File: src/rtl/seq_divider_if.sv
// Request/result bundle between the execution stage and the sequential divider.
interface seq_divider_if #(
  parameter int unsigned n = 32
);
  logic         start;
  logic [n-1:0] A;
  logic [n-1:0] B;
  logic [n-1:0] cociente;
  logic [n-1:0] residuo;
  logic         busy;
  logic         done;
  logic         div_cero;

  modport master (
    output start, A, B,
    input  cociente, residuo, busy, done, div_cero
  );

  modport slave (
    input  start, A, B,
    output cociente, residuo, busy, done, div_cero
  );
endinterface

File: src/rtl/seq_divider.sv
// Unsigned restoring shift-subtract divider, one quotient bit per clock.
// busy stalls the pipeline during iteration; done pulses with the registered result.
module seq_divider #(
  parameter int unsigned n = 32
) (
  input logic          clk,
  input logic          rst,
  seq_divider_if.slave bus
);

  localparam int unsigned CW = $clog2(n + 1);

  typedef enum logic [1:0] {IDLE, CALC, DONE} state_t;

  state_t       state;
  logic [CW-1:0] cnt;
  logic [n:0]   rem;
  logic [n-1:0] dvd;
  logic [n-1:0] dvs;

  logic [n-1:0] cociente_q;
  logic [n-1:0] residuo_q;
  logic         busy_q;
  logic         done_q;
  logic         div_cero_q;

  logic [n:0]   shifted_c;
  logic [n:0]   trial_c;
  logic [n:0]   rem_next_c;
  logic         q_bit_c;
  logic [n-1:0] dvd_next_c;

  // One iteration: the quotient bit is 1 when the trial subtraction does not borrow
  always_comb begin
    shifted_c  = {rem[n-1:0], dvd[n-1]};
    trial_c    = shifted_c - {1'b0, dvs};
    q_bit_c    = ~trial_c[n];
    rem_next_c = q_bit_c ? trial_c : shifted_c;
    dvd_next_c = {dvd[n-2:0], q_bit_c};
  end

  always_ff @(posedge clk or posedge rst) begin
    if (rst) begin
      state      <= IDLE;
      cnt        <= '0;
      rem        <= '0;
      dvd        <= '0;
      dvs        <= '0;
      cociente_q <= '0;
      residuo_q  <= '0;
      busy_q     <= 1'b0;
      done_q     <= 1'b0;
      div_cero_q <= 1'b0;
    end else begin
      case (state)
        IDLE, DONE: begin
          done_q <= 1'b0;
          if (bus.start) begin
            dvd        <= bus.A;
            dvs        <= bus.B;
            rem        <= '0;
            div_cero_q <= 1'b0;
            if (bus.B == '0) begin
              // Division by zero completes immediately with a saturated quotient
              state      <= DONE;
              cociente_q <= '1;
              residuo_q  <= bus.A;
              div_cero_q <= 1'b1;
              done_q     <= 1'b1;
            end else begin
              state  <= CALC;
              cnt    <= CW'(n);
              busy_q <= 1'b1;
            end
          end else begin
            state <= IDLE;
          end
        end

        CALC: begin
          rem <= rem_next_c;
          dvd <= dvd_next_c;
          cnt <= cnt - CW'(1);
          if (cnt == CW'(1)) begin
            state      <= DONE;
            busy_q     <= 1'b0;
            done_q     <= 1'b1;
            cociente_q <= dvd_next_c;
            residuo_q  <= rem_next_c[n-1:0];
          end
        end

        default: state <= IDLE;
      endcase
    end
  end

  assign bus.cociente = cociente_q;
  assign bus.residuo  = residuo_q;
  assign bus.busy     = busy_q;
  assign bus.done     = done_q;
  assign bus.div_cero = div_cero_q;

endmodule

File: src/flat_wrapper.sv
// flat-port wrapper written by rule: the top's interface ports become plain ports
module seq_divider_flat 
#(
  parameter int unsigned n = 32
)
  (clk, rst, bus_start, bus_A, bus_B, bus_cociente, bus_residuo, bus_busy, bus_done, bus_div_cero);
  seq_divider_if #(.n(n)) bus_i ();
  input logic clk;
  input logic rst;
  input wire logic [$bits(bus_i.start)-1:0] bus_start;
  input wire logic [$bits(bus_i.A)-1:0] bus_A;
  input wire logic [$bits(bus_i.B)-1:0] bus_B;
  output wire logic [$bits(bus_i.cociente)-1:0] bus_cociente;
  output wire logic [$bits(bus_i.residuo)-1:0] bus_residuo;
  output wire logic [$bits(bus_i.busy)-1:0] bus_busy;
  output wire logic [$bits(bus_i.done)-1:0] bus_done;
  output wire logic [$bits(bus_i.div_cero)-1:0] bus_div_cero;
  assign bus_i.start = bus_start;
  assign bus_i.A = bus_A;
  assign bus_i.B = bus_B;
  assign bus_cociente = bus_i.cociente;
  assign bus_residuo = bus_i.residuo;
  assign bus_busy = bus_i.busy;
  assign bus_done = bus_i.done;
  assign bus_div_cero = bus_i.div_cero;
  seq_divider #(.n(n)) u_core (.clk(clk), .rst(rst), .bus(bus_i));
endmodule
File: config.mk
export PLATFORM = sky130hd
export DESIGN_NAME = seq_divider_flat
export DESIGN_NICKNAME = d
export VERILOG_FILES = /design/src/rtl/seq_divider_if.sv /design/src/rtl/seq_divider.sv /design/src/flat_wrapper.sv
export SDC_FILE = /design/constraint.sdc
export NUM_CORES = 1
export LEC_CHECK = 0
export CAP_MARGIN = 5
export CELL_PAD_IN_SITES_DETAIL_PLACEMENT = 1
export CELL_PAD_IN_SITES_GLOBAL_PLACEMENT = 1
export CORE_MARGIN = 2
export CORE_UTILIZATION = 40
export CTS_BUF_LIST = sky130_fd_sc_hd__clkbuf_4
export DETAILED_ROUTE_END_ITERATION = 7
export GPL_TIMING_DRIVEN = 0
export PLACE_DENSITY_LB_ADDON = 0.1
export SLEW_MARGIN = 20
export SYNTH_ARGS = -nofsm -noshare
export SYNTH_HDL_FRONTEND = slang
export SYNTH_SLANG_ARGS = --single-unit
File: constraint.sdc
create_clock -name clk -period 7 [get_ports clk]
set_input_delay 1.4 -clock clk [delete_from_list [all_inputs] [get_ports clk]]
set_output_delay 1.4 -clock clk [all_outputs]
set_load 0.02 [all_outputs]
==> results.sh, run 1 <==
export IMPL_post_route_min_period_ps=4350
export IMPL_syn2layout_area_growth_pct=22.2
export IMPL_port_buffers=133
export IMPL_routed_wl_um=28100
export IMPL_ctsResizeCount=0
export IMPL_nNetsFinal=1269
export IMPL_drive_gt1_share_pct=3.73
export IMPL_die_w_um=154
export IMPL_maxCapViolCount=0
export IMPL_synth_cells=1014
export IMPL_grt_pass1_vias=8175
export IMPL_floorplan_initialDensity_pct=40.9
export IMPL_grt_usage_pct=24.2
export IMPL_yosys_area_top_type_share_pct=47.7
export IMPL_r2r_end="u_core.bus.residuo[20]$_DFFE_PP0P_"
export IMPL_yosys_top_cells_count="nand2_1, dfrtp_1, o21ai_0, nor2_1, clkbuf_1"
export IMPL_rows=54
export IMPL_synth_yosys_warnings=0
export IMPL_synth_ff_type="dfrtp_1"
export IMPL_drtIter0Drc=369
export IMPL_cts_made_buffers=17
export IMPL_reg2reg_from="u_core.rem[13]$_DFFE_PP0P_"
export IMPL_hp_class="reg -> reg"
export IMPL_crit_arrival_ps=4860
export IMPL_finalCritPeriodShare_pct=62.1
export IMPL_cts_htree_levels=4
export IMPL_ios=134
export IMPL_grt_max_degree=88
export IMPL_cts_setup_buffers=0
export IMPL_cts_hold_buf=0
export IMPL_clockRootBuffer="clkbuf_4"
export IMPL_firstDrtPassIters=5
export IMPL_worstPathRequired_ps=7520
export IMPL_min_to="u_core.bus.cociente[27]$_DFFE_PP0P_"
export IMPL_tns_ps=0
export IMPL_critPathKind="in -> reg"
export IMPL_setup_viol=0
export IMPL_instances_no_fill=1461
export IMPL_placed_cells=1428
export IMPL_fp_dieH_um=154
export IMPL_min_from="u_core.bus.cociente[27]$_DFFE_PP0P_"
export IMPL_startpoint_type="input pin"
export IMPL_finalWorstSetupSlack_ps=2650
export IMPL_synth_avg_cell_area_um2=8.84
export IMPL_clk_pin_slew_worst_paths_ps=170
export IMPL_fin_worst_skew_ps=24.5
export IMPL_num_vias=7970
export IMPL_clk_latency_ps=590
export IMPL_yosysTopAreaCell="dfrtp_1"
export IMPL_grt_pass1_wl_um=45100
export IMPL_drt_vias_per_instance=5.46
export IMPL_crit_fanout=10
export IMPL_fill_cells=2640
export IMPL_grt_remaining_overflow=0
export IMPL_fmax_ghz=0.230
export IMPL_r2r_cells=12
export IMPL_remaining_drc_errors=0
export IMPL_synth_edff_count=0
export IMPL_status="finished clean"
export IMPL_hold_ws_ps=498
export IMPL_detail_route_wl_per_cell_um=19.3
export IMPL_yosys_register_bits=171
export IMPL_dp_hpwl_um=22000
export IMPL_netlist_area_mm2=0.00896
export IMPL_worst_setup_path_end_kind="flip-flop"
export IMPL_antenna_found_initial=1
export IMPL_slew_violations=0
export IMPL_cts_sinks=171
export IMPL_cts_tree="yes"
export IMPL_final_hold_viol_count=0
export IMPL_regToRegSetupSlack_ps=2990
export IMPL_hold_path_depth=2
export IMPL_dp_slack_ps=2120
export IMPL_synth_area_top_cells="dfrtp_1, nand2_1, o21ai_0, ha_1, mux2i_1"
export IMPL_routabilityCongestion=0.852
export IMPL_clock_path_buffers=2
export IMPL_antenna_left=0
export IMPL_post_synth_num_cell_types=52
export IMPL_synth_most_common_cell="nand2_1"
export IMPL_worst_slew_pin_slew_ps=782
export IMPL_seq_area_frac_synth_pct=47.7
export IMPL_ys_async_sr_fraction_pct=100
export IMPL_core_mm2=0.0219
export IMPL_rsz0062_at_grt="false"
export IMPL_die_area_mm2=0.0236
export IMPL_slew_headroom_pct=47.5
export IMPL_syn_nets=1116
-- worst max path at each step --
stage	cells past startpoint	end	startpoint	slack (ps)
after global placement	2	u_core.dvs[20]$_DFFE_PP0P_	rst	-1550
after global routing	9	u_core.bus.residuo[8]$_DFFE_PP0P_	bus_B[0]	2580
after CTS	9	u_core.bus.residuo[8]$_DFFE_PP0P_	bus_B[0]	2740
final	9	u_core.bus.residuo[8]$_DFFE_PP0P_	bus_B[0]	2650
after floorplan	1	u_core.bus.busy$_DFFE_PP0P_	rst	970
after detailed placement	9	u_core.bus.residuo[8]$_DFFE_PP0P_	bus_B[0]	2120
-- registers in the layout, summed over array words and instances (netlist names) --
signal               flops
u_core.bus.busy          1
u_core.bus.cociente     32
u_core.bus.div_cero      1
u_core.bus.done          1
u_core.bus.residuo      32
u_core.cnt               6
u_core.dvd              32
u_core.dvs              32
u_core.rem              32
u_core.state             2
-- worst max-delay path: stages --
cell	delay, ps
clkdlybuf4s50_1	430
nor4_1	570
nand4_1	460
nor2_1	690
o22ai_1	240
inv_1	200
clkbuf_1	510
nand3_1	210
o211ai_1	140
-- cells by family (layout without fill, tap and decap cells) --
family	after synthesis	in the layout	share of synthesized area [%]
flip-flops	171	171	47.7
other	0	1	0
adder cells (fa/ha/maj)	35	35	4.97
buffers and inverters	104	270	4.63
XOR/XNOR	31	31	3.24
AND/OR/NAND/NOR	362	362	17.1
AO/OA/AOI/OAI	281	281	19.0
multiplexers	30	30	3.36
-- layout make-up --
| cell class | count | area, um2 | area share [%] |
|---|---|---|---|
| well taps | 280 | 350 | 3.20 |
| inverters | 45 | 176 | 1.61 |
| repair buffers | 134 | 1360 | 12.4 |
| clock buffers | 18 | 135 | 1.23 |
| multi-input cells | 739 | 4270 | 39.0 |
| diodes | 1 | 2.50 | 0.0229 |
| clock inverters | 14 | 133 | 1.21 |
| flip-flops and latches | 171 | 4280 | 39.1 |
| plain buffers | 59 | 246 | 2.25 |
-- through the flow --
step           cell area, um2  utilization [%]
2_1_floorplan            8960                -
3_3_place_gp            10600             48.6
3_5_place_dp            10700             48.8
4_1_cts                 10900             50.0
5_1_grt                 10900             50.0
6_report                10900             50.0
-- cells in the final DEF, fill, tap and decap left out, types with 5 or more instances in the layout --
| cell | count |
|---|---|
| a211oi_1 | 5 |
| a21o_1 | 14 |
| a21oi_1 | 42 |
| a31oi_1 | 34 |
| and3_1 | 7 |
| clkbuf_1 | 51 |
| clkbuf_4 | 18 |
| clkdlybuf4s50_1 | 133 |
| dfrtp_1 | 171 |
| ha_1 | 34 |
| inv_1 | 44 |
| mux2i_1 | 29 |
| nand2_1 | 211 |
| nand2b_1 | 7 |
| nand3_1 | 37 |
| nand4_1 | 5 |
| nor2_1 | 64 |
| nor3_1 | 6 |
| nor4_1 | 11 |
| o211ai_1 | 33 |
| o21ai_0 | 90 |
| o21ai_1 | 28 |
| o31ai_1 | 5 |
| xnor2_1 | 14 |
| xor2_1 | 16 |
-- layer usage --
| layer | part of all wire [%] | GRT usage (%) | up-vias |
|---|---|---|---|
| li1 | - | - | 3838 |
| met4 | 1.7 | 6.77 | 0 |
| met1 | 49 | 34.2 | 3966 |
| met2 | 47 | 39.3 | 140 |
| met5 | 0 | 0 | - |
| met3 | 3.0 | 3.18 | 26 |
Power of run 1 is not shown: default switching activity piles up to over one toggle a cycle in this logic, so the estimate is an artifact.
==> run 2: changes to the inputs <==
--- a/config.mk
+++ b/config.mk
@@ -9,7 +9,7 @@
 export CELL_PAD_IN_SITES_DETAIL_PLACEMENT = 1
 export CELL_PAD_IN_SITES_GLOBAL_PLACEMENT = 1
 export CORE_MARGIN = 2
-export CORE_UTILIZATION = 40
+export CORE_UTILIZATION = 39
 export CTS_BUF_LIST = sky130_fd_sc_hd__clkbuf_4
 export DETAILED_ROUTE_END_ITERATION = 7
 export GPL_TIMING_DRIVEN = 0
==> constraint.sdc (replaced) <==
create_clock -name clk -period 3.9 [get_ports clk]
set_input_delay 0.78 -clock clk [delete_from_list [all_inputs] [get_ports clk]]
set_output_delay 0.78 -clock clk [all_outputs]
set_load 0.02 [all_outputs]
==> run 2 against run 1 <==
Effect of this change: final cell count increased by 0.96%; core utilization decreased by 0.74 points; final area increased by 1.6%; register-to-register slack got worse by 2800 ps; via count increased by 0.38%; largest cell class is now multi-input combinational cells.
==> results.sh, run 2 (synthesis gave the netlist of run 1 again) <==
export IMPL_maxCapViolCount=0
export IMPL_p_sw_w=0.00622
export IMPL_ios=134
export IMPL_remaining_drc_errors=0
export IMPL_power_w=0.0124
export IMPL_clockRootBuffer="clkbuf_4"
export IMPL_worst_setup_path_end_kind="flip-flop"
export IMPL_grt_pass1_vias=8392
export IMPL_internal_power_w=0.00613
export IMPL_num_vias=8000
export IMPL_port_buffers=133
export IMPL_placed_cells=1437
export IMPL_cellPowerDensity_mw_per_mm2=1110
export IMPL_rows=55
export IMPL_syn2layout_area_growth_pct=24.1
export IMPL_critPathLaunch="u_core.rem[12]$_DFFE_PP0P_"
export IMPL_fp_dieH_um=156
export IMPL_crit_fanout=10
export IMPL_detail_route_wl_per_cell_um=19.4
export IMPL_grt_usage_pct=24.4
export IMPL_cts_made_buffers=17
export IMPL_cts_hold_buf=0
export IMPL_multi_input_area_mm2=0.00433
export IMPL_fmax_ghz=0.266
export IMPL_fin_worst_skew_ps=27.8
export IMPL_power_leakage_nw=4.80
export IMPL_core_mm2=0.0226
export IMPL_min_from="u_core.bus.cociente[25]$_DFFE_PP0P_"
export IMPL_drive_gt1_share_pct=5.06
export IMPL_hp_class="reg -> reg"
export IMPL_firstDrtPassIters=4
export IMPL_drt_vias_per_instance=5.42
export IMPL_cts_sinks=171
export IMPL_cts_tree="yes"
export IMPL_register_area_mm2=0.00428
export IMPL_fill_cells=2674
export IMPL_drtIter0Drc=338
export IMPL_die_w_um=156
export IMPL_clk_latency_ps=610
export IMPL_critPathKind="reg -> reg"
export IMPL_post_route_util_pct=49.3
export IMPL_die_area_mm2=0.0242
export IMPL_slew_violations=0
export IMPL_clk_pin_slew_worst_paths_ps=170
export IMPL_dp_hpwl_um=22600
export IMPL_ir_drop_mv=0.535
export IMPL_combPwrFrac_pct=65.7
export IMPL_power_frac_seq_pct=25.8
export IMPL_tns_ps=0
export IMPL_final_cell_mix="nand2_1, dfrtp_1, clkdlybuf4s50_1, o21ai_0, nor2_1"
export IMPL_floorplan_initialDensity_pct=39.7
export IMPL_routabilityCongestion=0.839
export IMPL_setup_viol=0
export IMPL_layout_commonest_cell="nand2_1"
export IMPL_finalCritPeriodShare_pct=96.4
export IMPL_grt_remaining_overflow=0
export IMPL_final_hold_viol_count=0
export IMPL_cts_htree_levels=4
export IMPL_worstPathRequired_ps=4390
export IMPL_post_route_min_period_ps=3760
export IMPL_worst_slew_pin_slew_ps=756
export IMPL_crit_arrival_ps=4250
export IMPL_slew_headroom_pct=49.2
export IMPL_nNetsFinal=1275
export IMPL_antenna_found_initial=1
export IMPL_status="finished clean"
export IMPL_instances_no_fill=1475
export IMPL_antenna_left=0
export IMPL_grt_max_degree=35
export IMPL_grt_pass1_wl_um=46000
export IMPL_pwr_share_clk_pct=8.5
export IMPL_startpoint_type="flip-flop"
export IMPL_reg2reg_from="u_core.rem[12]$_DFFE_PP0P_"
export IMPL_clock_path_buffers=2
export IMPL_routed_wl_um=28600
export IMPL_switching_share_pct=50.4
-- run 2: cell count changes in the layout (fill, tap and decap cells not counted), sizes merged --
cell      before  now
diode          1    5
buf            9   15
clkinv         3    6
clkinvlp       4    1
clkbuf        69   68
-- run 2: worst paths after layout --
| check | end | slack (ps) | cells after the start |
|---|---|---|---|
| worst max-delay path | u_core.bus.residuo[8]$_DFFE_PP0P_ | 140 | 11 |
| worst min-delay path | u_core.bus.cociente[25]$_DFFE_PP0P_ | 500 | 2 |
| worst max register to register | u_core.bus.residuo[8]$_DFFE_PP0P_ | 140 | 11 |
| worst min register to register | u_core.bus.cociente[25]$_DFFE_PP0P_ | 500 | 2 |
| max in group asynchronous | u_core.dvs[16]$_DFFE_PP0P_ | 2470 | 4 |
| min in group asynchronous | u_core.bus.cociente[6]$_DFFE_PP0P_ | 580 | 2 |
-- run 2: final cells by class --
cell class	instances	share of cell area, %
well taps	285	3.21
repair buffers	140	13.0
inverters	45	1.55
plain buffers	59	2.25
clock buffers	17	1.15
flip-flops and latches	171	38.5
diodes	5	0.112
multi-input cells	739	38.9
clock inverters	14	1.33
-- run 2: repair_timing --
item,4_1_cts,5_1_grt
gates resized for setup,0,14
hold endpoints to repair,0,0
buffers inserted,0,2
endpoints found under the setup margin,0,42
-- run 2: routing by layer --
metal  up-vias  track usage (%)  part of all wire, %
li1       3873                -                    -
met2       145             40.9                   48
met1      3959             33.9                   48
met5         -                0                    0
met3        23             2.94                  3.6
met4         0             5.64                 0.97
-- run 2: power by group through the flow --
stage	clock, W	combinational (W)	sequential, W
floorplan	0	0.00488	0.00347
global placement	0	0.00762	0.00319
detailed placement	0	0.00779	0.00322
CTS	0.00108	0.00783	0.00318
global route	0.00113	0.00895	0.00329
finish	0.00105	0.00812	0.00319
-- run 2: through the flow --
stage	instance area, um2	hold WS, ps	setup slack [ps]
2_1_floorplan	8970	452	750
3_3_place_gp	10700	462	-631
3_5_place_dp	10800	470	-222
4_1_cts	11000	508	42.7
5_1_grt	11100	525	-4.29
6_report	11100	498	141
-- run 2: worst max-delay path: stages, from the launching register on --
cell and delay [ps]:
dfrtp_1 440, ha_1 450, nand2_2 120, or4_1 540
a221o_1 330, a211oi_2 300, o21ai_1 160, o21ai_4 300
xor2_4 250, buf_6 230, mux2i_1 420, o211ai_1 130
No activity file was read; power rests on OpenSTA's default activity.
==> run 3: changes to the inputs <==
--- a/config.mk
+++ b/config.mk
@@ -6,14 +6,12 @@
 export NUM_CORES = 1
 export LEC_CHECK = 0
 export CAP_MARGIN = 5
-export CELL_PAD_IN_SITES_DETAIL_PLACEMENT = 1
-export CELL_PAD_IN_SITES_GLOBAL_PLACEMENT = 1
 export CORE_MARGIN = 2
-export CORE_UTILIZATION = 39
+export CORE_UTILIZATION = 40
 export CTS_BUF_LIST = sky130_fd_sc_hd__clkbuf_4
 export DETAILED_ROUTE_END_ITERATION = 7
 export GPL_TIMING_DRIVEN = 0
-export PLACE_DENSITY_LB_ADDON = 0.1
+export MAX_ROUTING_LAYER = met4
 export SLEW_MARGIN = 20
 export SYNTH_ARGS = -nofsm -noshare
 export SYNTH_HDL_FRONTEND = slang
==> run 3 against run 2 <==
Effect of this change: worst hold slack improved by 0.90 ps; clock power about the same; worst setup slack lost 76 ps; first-iteration DRC count rose by 31%; non-clock buffer count increased by 2; wire length fell by 8.7%; sequential power is essentially flat; combinational power decreased by 2%; critical path type unchanged; largest cell class unchanged.
==> results.sh, run 3 (synthesis gave the netlist of run 1 again) <==
export IMPL_worst_slew_pin_slew_ps=680
export IMPL_slew_headroom_pct=54.7
export IMPL_dp_slack_ps=-274
export IMPL_clockRootBuffer="clkbuf_4"
export IMPL_grt_pass1_wl_um=42100
export IMPL_final_hold_viol_count=0
export IMPL_cellPowerDensity_mw_per_mm2=1100
export IMPL_critPathKind="reg -> reg"
export IMPL_cts_sinks=171
export IMPL_critPathTopFamily="compound AO/OA/AOI/OAI gates"
export IMPL_placed_cells=1432
export IMPL_fmax_ghz=0.261
export IMPL_die_area_mm2=0.0236
export IMPL_maxCapViolCount=0
export IMPL_detail_route_wl_per_cell_um=17.7
export IMPL_clk_pin_slew_worst_paths_ps=160
export IMPL_slew_violations=0
export IMPL_post_route_min_period_ps=3830
export IMPL_fp_dieH_um=154
export IMPL_min_from="u_core.bus.cociente[7]$_DFFE_PP0P_"
export IMPL_drt_vias_per_instance=5.34
export IMPL_finalWorstSetupSlack_ps=65.1
export IMPL_rows=54
export IMPL_final_cell_mix="nand2_1, dfrtp_1, clkdlybuf4s50_1, o21ai_0, nor2_1"
export IMPL_cts_made_buffers=17
export IMPL_syn2layout_area_growth_pct=24.0
export IMPL_reg2reg_from="u_core.rem[14]$_DFFE_PP0P_"
export IMPL_drive_gt1_share_pct=5.30
export IMPL_routed_wl_um=26100
export IMPL_dpl_instance_area_mm2=0.0107
export IMPL_r2r_end="u_core.bus.residuo[19]$_DFFE_PP0P_"
export IMPL_min_to="u_core.bus.cociente[7]$_DFFE_PP0P_"
export IMPL_cts_tree="yes"
export IMPL_rsz0062_at_grt="true"
export IMPL_critPathMaxStageDelay_ps=520
export IMPL_routabilityCongestion=0.890
export IMPL_grt_usage_pct=23.2
export IMPL_drt_met1_wl_um=12700
export IMPL_wl_met2_um=12200
export IMPL_finish_instance_area_mm2=0.0111
export IMPL_crit_fanout=10
export IMPL_setup_viol=0
export IMPL_drtIter0Drc=442
export IMPL_crit_chain="ha_1 > buf_2 > nand2_1 > or4_1 > a221o_1 > a211oi_2 > o21ai_1 > o21ai_4 > xor2_4 > buf_6 > mux2i_2 > o211ai_1"
export IMPL_clk_latency_ps=590
export IMPL_startpoint_type="flip-flop"
export IMPL_highest_layer="met4"
export IMPL_grt_max_degree=35
export IMPL_cp_num_buf_inv=2
export IMPL_hold_path_depth=2
export IMPL_cts_htree_levels=4
export IMPL_ir_drop_mv=0.491
export IMPL_hp_class="reg -> reg"
export IMPL_die_w_um=154
export IMPL_floorplan_initialDensity_pct=40.9
export IMPL_firstDrtPassIters=6
export IMPL_r2r_cells=12
export IMPL_worst_setup_path_end_kind="flip-flop"
export IMPL_power_leakage_nw=4.79
export IMPL_nNetsFinal=1277
export IMPL_num_vias=7846
export IMPL_regToRegSetupSlack_ps=70
export IMPL_layout_commonest_cell="nand2_1"
export IMPL_dp_hpwl_um=20500
export IMPL_antenna_found_initial=1
export IMPL_path_depth=12
export IMPL_finalCritPeriodShare_pct=98.3
export IMPL_grt_remaining_overflow=0
export IMPL_port_buffers=133
export IMPL_status="finished clean"
export IMPL_worstPathRequired_ps=4360
export IMPL_crit_arrival_ps=4290
export IMPL_grt_pass1_vias=7757
export IMPL_antenna_left=0
export IMPL_remaining_drc_errors=0
export IMPL_slowest_stage="or4_1"
export IMPL_clock_path_buffers=2
export IMPL_instances_no_fill=1469
export IMPL_wl_met3_um=977
export IMPL_fin_worst_skew_ps=22.6
export IMPL_core_mm2=0.0219
export IMPL_tns_ps=0
export IMPL_ios=134
==> run 3: cell count changes in the layout (fill, tap and decap cells not counted), moves of 2 or more <==
| cell | previous run | this run |
|---|---|---|
| buf_4 | 2 | 4 |
| inv_8 | 7 | 2 |
| diode_2 | 5 | 1 |
| clkinv_4 | 5 | 2 |
| inv_6 | 1 | 5 |
| clkinvlp_4 | 1 | 4 |
| mux2i_2 | 8 | 10 |
==> run 3: cell type report <==
class / instances / area (um2)
clock buffer: 17 / 128
timing repair buffer: 142 / 1460
antenna: 1 / 2.50
sequential: 171 / 4280
buffer: 59 / 246
multi-input combinational: 739 / 4320
inverter: 45 / 173
fill: 2173 / 10800
clock inverter: 15 / 156
tap: 280 / 350
==> run 3: layer usage <==
metal | track usage, % | up-vias
met4 | 4.59 | 0
met1 | 32.3 | 3788
met3 | 3.44 | 15
met5 | - | -
met2 | 36.5 | 164
li1 | - | 3879
==> run 3: through the flow <==
step           total power [W]  utilization [%]  hold slack [ps]
6_report                0.0122             50.8              499
5_1_grt                 0.0133             50.8              523
4_1_cts                 0.0119             50.4              506
3_5_place_dp            0.0108             49.1              472
3_3_place_gp            0.0107             48.6              463
2_1_floorplan          0.00835                -              452
==> run 3: worst register-to-register path, delay by kind of cell (launching register included) <==
family                     cells  cell delay (ps)
buffers and inverters          2              430
DFF                            1              460
muxes                          1              390
and+or+nand+nor                2              630
adders and majority gates      1              290
AOI/OAI and AO/OA              5             1270
xor gates and xnor gates       1              270
==> run 3: timing repair <==
action                                  CTS  global route
pin swaps                                 0             1
buffers inserted                          0             4
endpoints found under the setup margin    1            42
gates resized for setup                   1            12
gates cloned                              0             0
hold buffers                              0             0
==> run 3: worst max-delay path by stage <==
stage	startpoint	end	slack [ps]
after global placement	rst	u_core.rem[20]$_DFFE_PP0P_	-540
after floorplan	u_core.rem[13]$_DFFE_PP0P_	u_core.bus.residuo[19]$_DFFE_PP0P_	750
after detailed placement	bus_B[0]	u_core.bus.residuo[8]$_DFFE_PP0P_	-270
final	u_core.rem[14]$_DFFE_PP0P_	u_core.bus.residuo[19]$_DFFE_PP0P_	70
after global routing	u_core.rem[13]$_DFFE_PP0P_	u_core.bus.residuo[18]$_DFFE_PP0P_	-40
after CTS	u_core.rem[14]$_DFFE_PP0P_	u_core.bus.residuo[19]$_DFFE_PP0P_	30
==> run 3: power by group <==
part           total, W  internal (W)  switching, W
Sequential      0.00317       0.00265      0.000529
Clock           0.00104      0.000339      0.000702
Combinational   0.00797       0.00319       0.00478
Total            0.0122       0.00618       0.00601
